[src/rtl/johnson_phase_decoder.sv]
// Decodes a 4-bit Johnson ring counter into a phase index/strobe, tracks lock and rotations.
// Optional err_count output is enabled by defining JOHNSON_DEC_ERRCNT_EN.
module johnson_phase_decoder #(
  parameter int unsigned LOCK_COUNT = 2,
  parameter int unsigned CNT_W      = 8
) (
  input  logic             i_clock,
  input  logic             i_reset,
  input  logic             i_en,
  input  logic [3:0]       i_q_in,
  input  logic             i_clr_err,
  output logic [2:0]       o_phase,
  output logic [7:0]       o_phase_onehot,
  output logic             o_valid,
  output logic             o_locked,
  output logic             o_err_illegal,
  output logic             o_err_skip,
  output logic             o_err_sticky,
  output logic [CNT_W-1:0] o_rotation_cnt,
  output logic             o_rot_pulse
`ifdef JOHNSON_DEC_ERRCNT_EN
  ,
  output logic [7:0]       o_err_count
`endif
);

  localparam logic [1:0] StHunt   = 2'd0;
  localparam logic [1:0] StTrack  = 2'd1;
  localparam logic [1:0] StLocked = 2'd2;

  localparam logic [2:0] LockCnt = 3'(LOCK_COUNT);

  logic [3:0]       r_s1_q;
  logic             r_s1_v;
  logic [1:0]       r_state;
  logic [2:0]       r_run;
  logic [2:0]       r_phase;
  logic [7:0]       r_onehot;
  logic             r_valid;
  logic             r_err_illegal;
  logic             r_err_skip;
  logic             r_err_sticky;
  logic [CNT_W-1:0] r_rot_cnt;
  logic             r_rot_pulse;

  logic             w_legal;
  logic [2:0]       w_dec_phase;
  logic [2:0]       w_next_phase;
  logic [2:0]       w_run_inc;
  logic             w_succ;
  logic             w_same;
  logic [1:0]       w_state_d;
  logic [2:0]       w_run_d;
  logic [2:0]       w_phase_d;
  logic [7:0]       w_onehot_d;
  logic             w_valid_d;
  logic             w_ill_d;
  logic             w_skip_d;
  logic             w_err_d;
  logic             w_sticky_d;
  logic [CNT_W-1:0] w_rot_d;
  logic             w_rotp_d;

  always_comb begin
    w_legal     = 1'b1;
    w_dec_phase = 3'd0;
    case (r_s1_q)
      4'b0000: w_dec_phase = 3'd0;
      4'b0001: w_dec_phase = 3'd1;
      4'b0011: w_dec_phase = 3'd2;
      4'b0111: w_dec_phase = 3'd3;
      4'b1111: w_dec_phase = 3'd4;
      4'b1110: w_dec_phase = 3'd5;
      4'b1100: w_dec_phase = 3'd6;
      4'b1000: w_dec_phase = 3'd7;
      default: w_legal     = 1'b0;
    endcase
  end

  assign w_next_phase = r_phase + 3'd1;
  assign w_run_inc    = r_run + 3'd1;
  assign w_succ       = (w_dec_phase == w_next_phase);
  assign w_same       = (w_dec_phase == r_phase);

  always_comb begin
    w_state_d = r_state;
    w_run_d   = r_run;
    w_phase_d = r_phase;
    w_valid_d = r_valid;
    w_ill_d   = 1'b0;
    w_skip_d  = 1'b0;
    w_rot_d   = r_rot_cnt;
    w_rotp_d  = 1'b0;
    if (r_s1_v) begin
      if (!w_legal) begin
        w_ill_d   = 1'b1;
        w_valid_d = 1'b0;
        w_state_d = StHunt;
      end else begin
        w_valid_d = 1'b1;
        w_phase_d = w_dec_phase;
        case (r_state)
          StHunt: begin
            w_state_d = StTrack;
            w_run_d   = 3'd0;
          end
          StTrack: begin
            if (w_succ) begin
              w_run_d = w_run_inc;
              if (w_run_inc == LockCnt) w_state_d = StLocked;
            end else if (!w_same) begin
              w_run_d = 3'd0;
            end
          end
          StLocked: begin
            if (w_succ) begin
              // 7 -> 0 closes a full rotation
              if (r_phase == 3'd7) begin
                w_rot_d  = r_rot_cnt + CNT_W'(1);
                w_rotp_d = 1'b1;
              end
            end else if (!w_same) begin
              w_skip_d  = 1'b1;
              w_state_d = StTrack;
              w_run_d   = 3'd0;
            end
          end
          default: begin
            w_state_d = StHunt;
            w_run_d   = 3'd0;
          end
        endcase
      end
    end
  end

  assign w_onehot_d = w_valid_d ? (8'd1 << w_phase_d) : 8'd0;
  assign w_err_d    = w_ill_d | w_skip_d;
  // A new error outranks a simultaneous clear
  assign w_sticky_d = w_err_d ? 1'b1 : (i_clr_err ? 1'b0 : r_err_sticky);

  always_ff @(posedge i_clock) begin
    if (i_reset) begin
      r_s1_q        <= 4'd0;
      r_s1_v        <= 1'b0;
      r_state       <= StHunt;
      r_run         <= 3'd0;
      r_phase       <= 3'd0;
      r_onehot      <= 8'd0;
      r_valid       <= 1'b0;
      r_err_illegal <= 1'b0;
      r_err_skip    <= 1'b0;
      r_err_sticky  <= 1'b0;
      r_rot_cnt     <= '0;
      r_rot_pulse   <= 1'b0;
    end else begin
      r_s1_v <= i_en;
      if (i_en) r_s1_q <= i_q_in;
      r_state       <= w_state_d;
      r_run         <= w_run_d;
      r_phase       <= w_phase_d;
      r_onehot      <= w_onehot_d;
      r_valid       <= w_valid_d;
      r_err_illegal <= w_ill_d;
      r_err_skip    <= w_skip_d;
      r_err_sticky  <= w_sticky_d;
      r_rot_cnt     <= w_rot_d;
      r_rot_pulse   <= w_rotp_d;
    end
  end

`ifdef JOHNSON_DEC_ERRCNT_EN
  logic [7:0] r_err_count;
  logic [7:0] w_err_count_d;

  always_comb begin
    w_err_count_d = r_err_count;
    if (w_err_d) begin
      if (i_clr_err)                 w_err_count_d = 8'd1;
      else if (r_err_count != 8'hFF) w_err_count_d = r_err_count + 8'd1;
    end else if (i_clr_err) begin
      w_err_count_d = 8'd0;
    end
  end

  always_ff @(posedge i_clock) begin
    if (i_reset) r_err_count <= 8'd0;
    else         r_err_count <= w_err_count_d;
  end

  assign o_err_count = r_err_count;
`endif

  assign o_phase        = r_phase;
  assign o_phase_onehot = r_onehot;
  assign o_valid        = r_valid;
  assign o_locked       = (r_state == StLocked);
  assign o_err_illegal  = r_err_illegal;
  assign o_err_skip     = r_err_skip;
  assign o_err_sticky   = r_err_sticky;
  assign o_rotation_cnt = r_rot_cnt;
  assign o_rot_pulse    = r_rot_pulse;

endmodule

[config.mk]
export PLATFORM = sky130hd
export DESIGN_NAME = johnson_phase_decoder
export DESIGN_NICKNAME = d
export VERILOG_FILES = /design/src/rtl/johnson_phase_decoder.sv
export SDC_FILE = /design/constraint.sdc
export NUM_CORES = 1
export LEC_CHECK = 0
export CAP_MARGIN = 15
export CORE_ASPECT_RATIO = 1.25
export CORE_UTILIZATION = 48
export DETAILED_ROUTE_END_ITERATION = 10
export MAX_ROUTING_LAYER = met4
export PLACE_DENSITY = 0.78
export SETUP_SLACK_MARGIN = 0.2
export SLEW_MARGIN = 0
export SYNTH_ARGS = -nofsm -noshare
export SYNTH_HDL_FRONTEND = slang
export SYNTH_SLANG_ARGS = --single-unit
[constraint.sdc]
create_clock -name i_clock -period 2.85 [get_ports i_clock]
set_input_delay 0.57 -clock i_clock [delete_from_list [all_inputs] [get_ports i_clock]]
set_output_delay 0.57 -clock i_clock [all_outputs]
set_load 0.02 [all_outputs]
# After elaboration in Yosys (flattened, before gate mapping)

Cells that the tools add are included.

Memories: 0
Latch bits: 0
Bits in writable memories: 0
Logic and storage cells: 75
Bits in read-only memories: 0
Output and inout port bits: 25
Bits of input ports: 8
Register bits: 34

$mul: 0
Mux-type cells: 26
Reduce and logical (&&, ||, !) cells: 9
Magnitude comparators: 0
Shift operators: 1
Eq/ne operators: 18
Add/sub/neg operators: 3
Divide/modulo/power cells: 0
Bitwise operators: 6

Operator list:

| operator              | number |
|---|---|
| $pmux W3 S7           | 1 |
| $eq A4 B4 Y1 const B  | 4 |
| $mux W3               | 5 |
| $mux W1               | 13 |
| $ne A3 B3 Y1 const B  | 4 |
| $mux W2               | 5 |
| $reduce_and A5 Y1     | 2 |
| $add A8 B1 Y8 const B | 1 |
| $reduce_or A8 Y1      | 1 |
| $shl A1 B3 Y8 const A | 1 |
| $add A3 B1 Y3 const B | 2 |
| $eq A3 B3 Y1          | 2 |
| $pmux W2 S3           | 1 |
| $pmux W3 S2           | 1 |
| $not A1 Y1            | 5 |
| $reduce_or A5 Y1      | 1 |
| $eq A4 B1 Y1 const B  | 1 |
| $eq A4 B2 Y1 const B  | 1 |
| $eq A4 B3 Y1 const B  | 1 |
| $logic_not A4 Y1      | 1 |
| $eq A3 B2 Y1 const B  | 1 |
| $eq A3 B3 Y1 const B  | 1 |
| $reduce_and A3 Y1     | 1 |
| $eq A2 B1 Y1 const B  | 1 |
| other kinds (6)       | 6 |

# Longest topological paths before layout

Gate-level depths: netlist of the first run.

Depth in word-level cells: 10
Gate-level depth with buffers: 8
Depth with buffers taken out: 7

# Worst setup path after synthesis of the first run

No wires, ideal clock.

Kind: register -> register
Start: register r_phase[0], in the netlist o_phase[0]
End: register r_rot_cnt[4], in the netlist o_rotation_cnt[4]
Cell stages (with the launch flop): 8
Slack: 0.011 ns
Setup time: 0.115 ns
Data arrival time: 2.724 ns
Cells stage by stage: dfxtp_1 > ha_1 > or3b_4 > a2111oi_4 > a311oi_4 > a2111oi_4 > a21oi_1 > o21a_1

Cells in the longest elaborated chain, start to end: 3
Elaborated cells between the ends (all ways): 4
Classes of those cells: 1 x add/sub; 2 x eq/ne; 1 x reduce/logical

RTL lines:

| what                          | line | RTL |
|---|---|---|
| start: declaration            | 37   | `logic [2:0] r_phase;` |
| start signal: assignment      | 161  | `r_phase <= w_phase_d;` |
| $add A3 B1 Y3                 | 80   | `assign w_next_phase = r_phase + 3'd1;` |
| $eq A3 B3 Y1                  | 82   | `assign w_succ = (w_dec_phase == w_next_phase);` |
| $reduce_and A5 Y1 (no line) * | n/a  |  |
| end signal: assignment        | 167  | `r_rot_cnt <= w_rot_d;` |
| end: declaration              | 43   | `logic [CNT_W-1:0] r_rot_cnt;` |

Mark *: on every way between the ends. The rest lies on a longest branch, timed or not.
A chain may end at the register's enable or synchronous reset.

# Worst setup path in the final report of the first run

Start: register r_phase[0], in the netlist o_phase[0]
End: register r_rot_cnt[5], in the netlist o_rotation_cnt[5]

The elaborated chain is that of the path after synthesis.

==> results of run 1 <==
routing by layer:
layer	track usage	vias up	part of all wire
met5	-	-	0
met4	0.0982	0	0.014
met3	0.0365	7	0.050
met2	0.368	47	0.49
met1	0.267	831	0.45
li1	-	856	-
Yosys cell counts, drive strengths merged (2+ instances only):
cell type  count
xnor2          6
ha             9
nand2         13
nand2b         7
and2           4
o32ai          2
nand4          2
inv           15
mux2i         10
and3           6
a21oi         15
a211o          4
nor3           4
nor2          16
o211a          2
a31oi          2
o21ai          2
a32o           2
dfxtp         34
mux2           2
a311oi         2
nor2b          3
a2111oi        3
xor2           2
clkbuf         8
nor3b          3
or2            2
a21o           3
buf            5
nand3          6
nand3b         3
o221ai         2
o211ai         4
registers in the layout, indices dropped and copies added (netlist names), 2 cells and up:
signal          flops
r_s1_q              4
o_rotation_cnt      8
o_phase_onehot      8
r_state             2
o_phase             3
r_run               3
worst paths after layout:
path / from / end / slack [ns] / depth (start not counted)
worst max register to register: o_phase[0] / o_rotation_cnt[5] / 0.31 / 8
worst min register to register: r_state[1] / r_state[1] / 0.50 / 2
worst min-delay path: r_state[1] / r_state[1] / 0.50 / 2
worst max-delay path: o_phase[0] / o_rotation_cnt[5] / 0.31 / 8
layout make-up:
type	count	area, um^2
Timing Repair Buffer	42	395
Sequential cell	34	686
Multi-Input combinational cell	158	1210
Clock inverter	2	16.3
Fill cell	345	1370
Tap cell	54	67.6
Clock buffer	6	82.6
Inverter	15	56.3
timing repair:
item / CTS / global route
pin swaps: 1 / 2
gates resized for setup: 1 / 5
endpoints found under the setup margin: 3 / 14
setup buffers: 1 / 1
through the flow:
stage	hold WS [ns]	area (um^2)	util	std cells	total power, mW
6_report	0.500	2510	0.648	311	1.07
5_1_grt	0.533	2510	0.648	311	1.12
4_1_cts	0.501	2490	0.643	310	1.08
3_5_place_dp	0.490	2380	0.614	301	0.693
3_3_place_gp	0.476	2380	0.614	301	0.691
2_1_floorplan	0.455	1990	-	220	0.639
cells in the final DEF (no fill, tap or decap), types with 2 or more instances in the layout:
cell type	netlist	layout
nand4_1	2	2
xnor2_1	6	6
clkdlybuf4s50_1	0	32
o211ai_1	4	4
a211o_1	4	4
o32ai_1	2	2
nor3b_1	3	3
a31oi_1	2	2
clkbuf_8	0	6
a21o_1	3	3
nor3_1	4	4
nor2_1	16	16
nand3b_1	3	3
nor2b_1	3	3
ha_1	9	8
and3_1	6	6
dfxtp_1	34	32
inv_1	15	15
nand2b_1	7	7
mux2i_1	9	9
nand2_1	13	13
a2111oi_4	2	2
o221ai_1	2	2
o211a_1	2	2
and2_1	4	4
a21oi_1	14	14
buf_4	0	10
nand3_1	6	6
a32o_1	2	2
power by group through the flow:
stage	combinational, mW	sequential [mW]	clock (mW)
floorplan	0.126	0.513	0
global placement	0.178	0.513	0
detailed placement	0.179	0.514	0
CTS	0.183	0.503	0.397
global route	0.203	0.505	0.414
finish	0.186	0.503	0.385
tightest hold or removal path, stage by stage, from the launching register on:
cell     delay [ns]
dfxtp_1        0.34
nand2_1        0.06
mux2i_1        0.06
cell families (layout without fill, tap and decap cells):
group	after synthesis	count (layout)
AOI/OAI and AO/OA	53	53
muxes	12	12
DFF	34	34
buffers and inverters	28	65
adders and majority gates	9	9
xor gates and xnor gates	8	8
and+or+nand+nor	76	76
==> qor.yml, run 1 <==
status:
  status: "complete, no violations"
global_route:
  grt_overflow: 0
  track_usage: 0.224
  grt_antenna_before_repair: 0
  grt_first_pass_wirelength_mm: 7.33
  grt_pass1_vias: 1651
  grt_max_degree: 19
route:
  first_iter_violations: 71
  viasPerCell: 5.60
  route.antenna.remaining_nets: 0
  firstDrtPassIters: 4
  vias: 1741
  wl_per_cell_um: 14.0
  drc: 0
  wl_mm: 4.35
synthesis:
  synth_top_flop_cell: "dfxtp_1"
  synth_compound_area_frac: 0.233
  synth_edf_count: 0
  yosys-top-cells-area: "dfxtp_1 34%, ha_1 5.6%, mux2i_1 4.5%"
  synth_top_family_by_area: "compound AO/OA/AOI/OAI gates"
  synth_nets: 237
  synth.ff_latch_count: 34
  synthMuxAreaShare: 0.0634
  postSynthAreaPerCell_um2: 9.06
  syn_inst: 220
  synthSimpleGateAreaFrac: 0.208
  yosys.area_share.adder: 0.0565
  ys_async_sr_fraction: 0
  synth_top_area_share: 0.341
  syn_area_um2: 1990
  yosys_warnings: 0
  yosys.area_share.xor_xnor: 0.0389
  synth_area_leader_cell: "dfxtp_1"
  synth.distinct_cells: 59
  ys_seq_area_frac: 0.341
sta:
  worstMarginPinSlew_ns: 0.722
  finClkSkew_ns: 0.00578
  finalCritPeriodShare: 0.892
  finalHoldViolations: 0
  tns_ns: 0
  fmax_ghz: 0.393
  fin_crit_ns: 2.54
  drv_slew: 0
  finalSetupViolCount: 0
  rsz0062_at_grt: "false"
  slew_headroom: 0.515
  finalWorstSetupSlack_ns: 0.307
critical_path:
  crit_buf_inv: 1
  crit_chain: "ha_2 -> or3b_4 -> a2111oi_4 -> a311oi_4 -> a2111oi_4 -> buf_4 -> a21o_1 -> a21oi_1"
  cp_top_family: "compound AO/OA/AOI/OAI gates"
  crit_path_max_fanout: 8
  startpoint_type: "register"
  required_ns: 3.02
  crit_top_cell: "a2111oi_4"
  setup.worst_path.end_class: "register"
  cp.arrival_ns: 2.72
  crit_path_max_incr_delay_ns: 0.42
  critPathSlowestCell: "dfxtp_4"
  crit_type: "register to register"
finish:
  antennaDiodeCount: 0
  syn_to_final_growth_pct: 26.1
  nNetsFinal: 273
  drive_above_1_share: 0.128
clock_network:
  tritoncts: "done"
  cts_max_level: 2
  cts_buffers: 5
  hold_buffers: 0
  clk_pin_slew_worst_paths_ns: 0.08
  clk-insertion-delay-late_ns: 0.29
  cts-root-buf: "clkbuf_8"
  cts.sinks: 34
  clock_path_buffers: 2
flow_run:
  max_cap_viol_count: 0
power_and_ir_drop:
  internal_power_mw: 0.770
  switching_share: 0.283
  comb_power_share: 0.173
  clkPwrFrac: 0.359
  p_leak_nw: 0.923
  p_switching_mw: 0.305
  powerDensity_nw_per_um2: 427
  pwr-share-seq: 0.468
  ir_drop_uv: 370
place:
  hpwl_mm: 3.08
  post-place-ws_ns: 0.177
  globalplace.congestion: 0.836
  portBuffers: 32
floorplan:
  num_rows: 25
  die_w_um: 59.6
  start_util: 0.514
  die_h_um: 74.0
  die-area_um2: 4420
  core_um2: 3880
  ioPinCount: 33
worst_hold_path:
  hold_path_class: "register to register"
(Power assumes the default switching activity.)
==> run 2: changes to the inputs <==
--- a/config.mk
+++ b/config.mk
@@ -5,7 +5,7 @@
 export SDC_FILE = /design/constraint.sdc
 export NUM_CORES = 1
 export LEC_CHECK = 0
-export CAP_MARGIN = 15
+export CAP_MARGIN = 20
 export CORE_ASPECT_RATIO = 1.25
 export CORE_UTILIZATION = 48
 export DETAILED_ROUTE_END_ITERATION = 10
==> results of run 2 <==
The final DEF is identical to that of run 1; final timing and power are the same.
